--- config.mk ---
export PLATFORM = sky130hd
export DESIGN_NAME = qadd_accum_sat
export DESIGN_NICKNAME = d
export VERILOG_FILES = /design/src/rtl/qadd_accum_sat.sv
export SDC_FILE = /design/constraint.sdc
export NUM_CORES = 1
export LEC_CHECK = 0
export CAP_MARGIN = 0
export CORE_UTILIZATION = 30
export DETAILED_ROUTE_END_ITERATION = 8
export GPL_TIMING_DRIVEN = 1
export PLACE_DENSITY = 0.49
export RECOVER_POWER = 25
export SLEW_MARGIN = 10
export SYNTH_ARGS = -nofsm -noshare
export SYNTH_HDL_FRONTEND = slang
export SYNTH_SLANG_ARGS = --single-unit
--- constraint.sdc ---
create_clock -name clk_i -period 7.6 [get_ports clk_i]
set_clock_uncertainty 0.05 [all_clocks]
set_input_delay 1.52 -clock clk_i [delete_from_list [all_inputs] [get_ports clk_i]]
set_output_delay 1.52 -clock clk_i [all_outputs]
set_load 0.02 [all_outputs]
--- src/rtl/qadd_accum_sat.sv ---
// qadd_accum_sat
//   Multi-lane signed fixed-point add / subtract / accumulate / load unit
//   with per-lane saturation, sticky clamp flags and a saturating clamp-event
//   counter. One-entry registered output stage with valid/ready handshake.
//
// Parameters
//   I   integer bits per sample (sign included)
//   F   fractional bits per sample; sample width W = I+F
//   CH  number of independent lanes
//   CW  width of the clamp-event counter
//
// Ports
//   clk_i         clock, all state updates on the rising edge
//   rst_i         synchronous active-high reset
//   valid_i       input beat valid
//   ready_o       block can accept an input beat
//   mode_i        00 add, 01 subtract, 10 accumulate, 11 load
//   a_i, b_i      packed signed operands, lane k = [k*W +: W]
//   clr_sat_i     clear sticky flags and event counter
//   valid_o       output beat valid
//   ready_i       downstream accepts the output beat
//   result_o      packed signed saturated results
//   sat_o         per-lane: current result_o was clamped
//   sat_sticky_o  per-lane: a clamp occurred since the last clear
//   sat_cnt_o     accepted beats with at least one clamped lane (saturating)
module qadd_accum_sat #(
  parameter int I  = 4,
  parameter int F  = 4,
  parameter int CH = 4,
  parameter int CW = 16
) (
  input  logic                  clk_i,
  input  logic                  rst_i,
  input  logic                  valid_i,
  output logic                  ready_o,
  input  logic [1:0]            mode_i,
  input  logic [CH*(I+F)-1:0]   a_i,
  input  logic [CH*(I+F)-1:0]   b_i,
  input  logic                  clr_sat_i,
  output logic                  valid_o,
  input  logic                  ready_i,
  output logic [CH*(I+F)-1:0]   result_o,
  output logic [CH-1:0]         sat_o,
  output logic [CH-1:0]         sat_sticky_o,
  output logic [CW-1:0]         sat_cnt_o
);

  localparam int W = I + F;

  localparam logic [1:0] MODE_ADD = 2'b00;
  localparam logic [1:0] MODE_SUB = 2'b01;
  localparam logic [1:0] MODE_ACC = 2'b10;

  // Representable range expressed in the W+1-bit intermediate width.
  localparam logic signed [W:0]   MAX_EXT = {2'b00, {(W-1){1'b1}}};
  localparam logic signed [W:0]   MIN_EXT = {2'b11, {(W-1){1'b0}}};
  localparam logic signed [W-1:0] MAX_VAL = {1'b0, {(W-1){1'b1}}};
  localparam logic signed [W-1:0] MIN_VAL = {1'b1, {(W-1){1'b0}}};

  function automatic logic is_clamped(input logic signed [W:0] x);
    return (x > MAX_EXT) || (x < MIN_EXT);
  endfunction

  function automatic logic signed [W-1:0] sat_val(input logic signed [W:0] x);
    if (x > MAX_EXT)
      return MAX_VAL;
    else if (x < MIN_EXT)
      return MIN_VAL;
    else
      return x[W-1:0];
  endfunction

  logic                  vld_p1;
  logic [CH*W-1:0]       res_p1;
  logic [CH-1:0]         sat_p1;
  logic signed [W-1:0]   acc_r [CH];
  logic [CH-1:0]         sticky_r;
  logic [CW-1:0]         cnt_r;

  logic                  accept;
  logic [CH*W-1:0]       res_c;
  logic [CH-1:0]         sat_c;
  logic signed [W:0]     a_ext [CH];
  logic signed [W:0]     b_ext [CH];
  logic signed [W:0]     acc_ext [CH];
  logic signed [W:0]     sum_c [CH];

  // The output register either is empty or is being drained this cycle.
  assign ready_o = !vld_p1 || ready_i;
  assign accept  = valid_i && ready_o;

  // Stage p0 -> p1: per-lane arithmetic in W+1 bits, then clamp to W bits.
  always_comb begin
    res_c = '0;
    sat_c = '0;
    for (int k = 0; k < CH; k++) begin
      a_ext[k]   = {a_i[k*W + W - 1], a_i[k*W +: W]};
      b_ext[k]   = {b_i[k*W + W - 1], b_i[k*W +: W]};
      acc_ext[k] = {acc_r[k][W-1], acc_r[k]};
      case (mode_i)
        MODE_ADD: sum_c[k] = a_ext[k] + b_ext[k];
        MODE_SUB: sum_c[k] = a_ext[k] - b_ext[k];
        MODE_ACC: sum_c[k] = acc_ext[k] + a_ext[k];
        default:  sum_c[k] = a_ext[k];   // load: always in range, never clamps
      endcase
      res_c[k*W +: W] = sat_val(sum_c[k]);
      sat_c[k]        = is_clamped(sum_c[k]);
    end
  end

  always_ff @(posedge clk_i) begin
    if (rst_i) begin
      vld_p1   <= 1'b0;
      res_p1   <= '0;
      sat_p1   <= '0;
      sticky_r <= '0;
      cnt_r    <= '0;
      for (int k = 0; k < CH; k++)
        acc_r[k] <= '0;
    end else begin
      if (accept) begin
        vld_p1 <= 1'b1;
        res_p1 <= res_c;
        sat_p1 <= sat_c;
        // Accumulate and load both leave the lane result in the accumulator.
        if (mode_i[1]) begin
          for (int k = 0; k < CH; k++)
            acc_r[k] <= res_c[k*W +: W];
        end
      end else if (ready_i) begin
        vld_p1 <= 1'b0;
      end

      // A clamp on a beat accepted in the clearing cycle survives the clear.
      if (clr_sat_i) begin
        sticky_r <= accept ? sat_c : '0;
        cnt_r    <= (accept && (|sat_c)) ? CW'(1) : '0;
      end else if (accept && (|sat_c)) begin
        sticky_r <= sticky_r | sat_c;
        if (!(&cnt_r))
          cnt_r <= cnt_r + CW'(1);
      end
    end
  end

  assign valid_o      = vld_p1;
  assign result_o     = res_p1;
  assign sat_o        = sat_p1;
  assign sat_sticky_o = sticky_r;
  assign sat_cnt_o    = cnt_r;

endmodule

# After elaboration in Yosys (flattened, before gate mapping)
# Memories as Yosys holds them, arrays and structs flattened.
# Cells that the tools add are included.
[totals]
ff_bits = 57
ramBits = 32
output_inout_bits = 58
memories = 1
[mem_list]
columns = ["name", "depth", "width", "read_ports", "rd_ports_with_merged_regs", "write_ports", "line_no", "rtl"]
rows = [
  ["acc_r", 4, 8, 4, 0, 4, "76", "logic signed [W-1:0] acc_r [CH];"],
]
[op_classes]
addsub = 13
order_cmp = 8
n_eq_ne = 3
mux = 31
bitwise_logic = 5
reduce_logical = 14
[ops]
columns = ["op", "n"]
rows = [
  ["$pmux W9 S3", 4],
  ["$mux W8", 12],
  ["$add A8 B8 Y9", 8],
  ["$mux W16", 3],
  ["$gt A9 B8 Y1 const B", 4],
  ["$lt A9 B8 Y1 const B", 4],
  ["$sub A8 B8 Y9", 4],
  ["$add A16 B1 Y16 const B", 1],
  ["$reduce_and A16 Y1", 1],
  ["$mux W4", 3],
  ["$mux W1", 9],
  ["$logic_or A1 B1 Y1", 5],
  ["$or A1 B1 Y1", 4],
  ["$or A4 B4 Y4", 1],
  ["$reduce_bool A2 Y1", 2],
  ["$reduce_or A4 Y1", 1],
  ["$eq A2 B1 Y1 const B", 1],
  ["$eq A2 B2 Y1 const B", 1],
  ["$logic_and A1 B1 Y1", 2],
  ["$logic_not A2 Y1", 1],
  ["$ne A2 B2 Y1 const B", 1],
  ["$reduce_and A2 Y1", 1],
  ["$logic_not A1 Y1", 1],
]

# Longest topological paths before layout
[logic_depth]
depth_word = 8
depth_mapped = 19
mapped_depth_nobuf = 17

# Least setup slack after synthesis
# OpenSTA, ideal clock, no wires.
[synth_path]
kind = "input -> register"
start = "input mode_i[0]"
end = "register sticky_r[2] (netlist: sat_sticky_o[2])"
setup_ns = 0.138
arrival_time_ns = 5.140
required_time_ns = 7.412
slack_ns = 2.272
stages = 18
n_path_buf = 5
path_cell_list = "inv_1 ha_1 buf_6 clkbuf_1 clkbuf_1 buf_1 o221ai_1 ha_1 a21oi_2 a31oi_1 o41ai_2 xor2_1 xnor3_2 o31ai_4 buf_6 nand2_4 a31oi_1 a211oi_1"
[synth_via]
elab_chain_cells = 7
word_cells_on_any_way = 26
[synth_rtl]
columns = ["element", "line_no", "rtl"]
rows = [
  ["start: declaration", "36", "input logic [1:0] mode_i,"],
  ["$eq A2 B2 Y1, or another cell as far along", "100", "case (mode_i)"],
  ["$pmux W9 S3", "100", ""],
  ["$gt A9 B8 Y1 or $lt A9 B8 Y1 (tied branches)", "61", "return (x > MAX_EXT) || (x < MIN_EXT);"],
  ["$logic_or A1 B1 Y1", "61", ""],
  ["$or A4 B4 Y4 or $reduce_or A4 Y1 (tied branches)", "139, 138", ""],
  ["$mux W4 or $logic_and A1 B1 Y1 (tied branches)", "138", "end else if (accept && (|sat_c)) begin"],
  ["$mux W4 or $reduce_bool A2 Y1 (tied branches)", "-", ""],
  ["end signal: assignment", "136", "sticky_r <= accept ? sat_c : '0;"],
  ["end signal: assignment", "139", "sticky_r <= sticky_r | sat_c;"],
  ["end: declaration", "77", "logic [CH-1:0] sticky_r;"],
]
# Several ways; a longest one is shown, not always the timed one. The select of a mux whose other input is x is not followed.
# A chain may end at the register's enable or synchronous reset.

# Final worst setup path
[layout_path]
start = "input mode_i[1]"
end = "register cnt_r[10] (netlist: sat_cnt_o[10])"
[layout_via]
elab_chain_cells = 8
word_cells_on_any_way = 23
[layout_rtl]
columns = ["element", "line_no", "rtl"]
rows = [
  ["$eq A2 B2 Y1, or another cell as far along", "100", ""],
  ["$pmux W9 S3", "100", ""],
  ["$gt A9 B8 Y1 or $lt A9 B8 Y1 (tied branches)", "61", ""],
  ["$logic_or A1 B1 Y1", "61", ""],
  ["$reduce_or A4 Y1 (*)", "138", ""],
  ["$logic_and A1 B1 Y1 (*)", "138", ""],
  ["$reduce_bool A2 Y1 (no line) (*)", "-", ""],
  ["$reduce_and A2 Y1 (no line) (*)", "-", ""],
  ["end signal: assignment", "137", "cnt_r <= (accept && (|sat_c)) ? CW'(1) : '0;"],
  ["end signal: assignment", "141", "cnt_r <= cnt_r + CW'(1);"],
  ["end: declaration", "78", "logic [CW-1:0] cnt_r;"],
]
# Mark *: on every way between the ends. The rest lies on a longest branch, timed or not.

==> run summary <==
Peak VDD IR -> 106 uV
FF-to-FF End -> sat_cnt_o[10]
maximum clock frequency -> 0.162 GHz
DRT Pass-1 Iters -> 4
largest net degree at the start of global routing -> 61
area delta synth->final -> 26.8%
endpoint type of the worst setup path -> flip-flop
EDFF count, synth -> 32
HP Class -> flip-flop to flip-flop
CTS tree -> built
antenna violations before repair -> 0
post-synth top area cell -> dfxtp_1
Arrival @ worst endpoint -> 6.40 ns
Initial DRC Count -> 366
Mapped Cells -> 812
hold_buf cts -> 0
final hold violation count -> 0
top-area cell type share of the netlist area -> 17.0%
routed wire length -> 21000 um
H-tree depth -> 3
fill cell count -> 2305
Synthesized Nets -> 931
DRC Markers -> 0
Setup crit end -> sat_cnt_o[10]
GP Congestion -> 0.890
Synth area leaders -> dfxtp_1, edfxtp_1, ha_1
final core area utilization -> 39.0%
worst r2r path cells -> 13
commonest non-fill, non-tap cell in the layout -> nor2_1
CP startpoint -> mode_i[1]
core area -> 21900 um^2
worst-margin pin slew -> 0.815 ns
dpl hpwl -> 15800 um
Total GRT Usage -> 18.5%
# Post-CTS Setup Buffers -> 0
RSZ-0062 raised after global routing -> false
Nets -> 1039
Synth Flop Type -> dfxtp_1
Crit Path Category -> primary input to flip-flop
IO buf count -> 128
post-CTS sizing -> 0
outcome -> completed
I/O pins -> 129
Die Y-Extent -> 152 um
Die X-Extent -> 152 um
fraction of layout cells with a size suffix above 1 -> 6.27%
crit share post-route -> 81.0%
routed via count -> 6238
Hold Path Depth -> 2
post-synthesis cell area -> 6730 um^2
setup TNS -> 0 ns
drt wl/cell -> 17.4 um
Reg2Reg Setup Slack -> 3.78 ns
vias in the first global route -> 5827
Power per Cell Area -> 200 nW/um^2
CP Max Fanout -> 29
Vias/cell -> 5.18
Yosys cell types -> 69
Post-Syn Area per Cell -> 8.29 um^2
Final setup violation count -> 0
synth warn -> 0
LEAKAGE -> 3.46 nW
CTS root buf -> clkbuf_16
FF+latch count, synth -> 89
reg-to-reg startpoint -> acc_r[0][1]
post-synthesis sequential area ratio -> 31.2%
most frequent cells in the layout -> nor2_1, nand2_1, clkdlybuf4s50_1
Max-slew headroom -> 44.1%
Remaining Overflow, GRT -> 0
Num Clock Sinks -> 89
Initial Util -> 30.7%
die area -> 23000 um^2
worst skew pair latency -> 0.36 ns
Worst setup SP type -> primary input
asr flop ratio synth -> 0%
MaxCap Viol Count -> 0
Rows -> 54
Final Max Slew Viols -> 0
ANT nets after route -> 0
minimum clock period -> 6.16 ns
Req. time, crit path -> 7.85 ns
Num CTS Buffers -> 9
first-pass GRT wire length -> 32000 um
clock slew seen by the registers of the worst setup and hold paths -> 0.07 ns
n_diodes -> 0
CTS Buffer Depth -> 2
==> cell type report <==
cell class | instances | area (um^2) | area share [%]
inverter | 38 | 143 | 1.67
timing repair buffer | 139 | 1360 | 15.9
sequential | 89 | 2100 | 24.6
multi-input combinational | 643 | 4310 | 50.5
clock buffer | 11 | 233 | 2.73
clock inverter | 5 | 36.3 | 0.425
tap | 280 | 350 | 4.11
==> state kept, by name, summed over array words and instances, names as in the netlist <==
register	cells
acc_r	32
result_o	32
sat_cnt_o	16
sat_o	4
sat_sticky_o	4
valid_o	1
==> per-stage QoR <==
step	cells	setup WS (ns)	instance area [um^2]	power, mW	hold slack [ns]
5_1_grt	1205	1.07	8530	1.82	0.438
6_report	1205	1.44	8530	1.71	0.408
3_5_place_dp	1189	1.10	8260	1.29	0.408
2_1_floorplan	812	2.27	6730	1.04	0.485
3_3_place_gp	1189	1.26	8260	1.30	0.397
4_1_cts	1205	1.43	8530	1.74	0.419
==> synth_stat cells (all sizes together), types with 4 or more instances <==
| cell | instances |
|---|---|
| a211oi | 32 |
| a21o | 13 |
| a21oi | 70 |
| a22o | 4 |
| a22oi | 5 |
| a311oi | 5 |
| a31o | 4 |
| a31oi | 12 |
| and3b | 5 |
| buf | 11 |
| clkbuf | 31 |
| dfxtp | 57 |
| edfxtp | 32 |
| fa | 4 |
| ha | 44 |
| inv | 38 |
| maj3 | 8 |
| mux2i | 15 |
| nand2 | 96 |
| nand2b | 12 |
| nand3 | 4 |
| nand3b | 4 |
| nand4 | 4 |
| nor2 | 107 |
| nor2b | 7 |
| nor3 | 27 |
| o21ai | 39 |
| o221ai | 17 |
| o31a | 4 |
| o31ai | 7 |
| or3 | 4 |
| xnor2 | 20 |
| xor2 | 21 |
==> critical path: stages <==
cell             delay (ns)
clkdlybuf4s50_1        0.57
ha_2                   0.62
nor2b_1                0.39
a22o_1                 0.24
ha_1                   0.17
inv_1                  0.05
fa_1                   0.40
nand3b_1               0.22
a31oi_1                0.28
o41ai_2                0.10
xnor2_1                0.25
xnor3_1                0.48
o31ai_4                0.47
a21oi_2                0.23
or2b_1                 0.22
mux2i_1                0.17
==> cells by family after synthesis <==
| logic type | after synthesis | share of synthesized area, % |
|---|---|---|
| AOI/OAI and AO/OA | 236 | 24.4 |
| xor gates and xnor gates | 44 | 6.38 |
| adders and majority gates | 56 | 10.6 |
| buffers and inverters | 80 | 4.81 |
| DFF | 89 | 31.2 |
| muxes | 18 | 2.73 |
| and+or+nand+nor | 289 | 19.8 |
==> worst min path at each step <==
| stage | startpoint | end | slack, ns |
|---|---|---|---|
| floorplan | result_o[24] | result_o[24] | 0.48 |
| global route | sat_o[2] | sat_o[2] | 0.44 |
| detailed placement | result_o[24] | result_o[24] | 0.41 |
| CTS | result_o[24] | result_o[24] | 0.42 |
| global placement | sat_o[3] | sat_o[3] | 0.40 |
| finish | result_o[24] | result_o[24] | 0.41 |
==> layer usage <==
metal | vias up | wire length, um | global-route usage, %
li1 | 3158 | - | -
met1 | 2907 | 10100 | 24.8
met2 | 146 | 9460 | 29.5
met3 | 27 | 1070 | 4.16
met4 | 0 | 377 | 5.59
met5 | - | 0 | 0
==> where the power goes <==
group,switching [mW],internal [mW]
logic,0.415,0.289
registers,0.0235,0.544
clock network,0.211,0.225
total,0.649,1.06
Note: power is estimated with default switching activity, not from simulation.
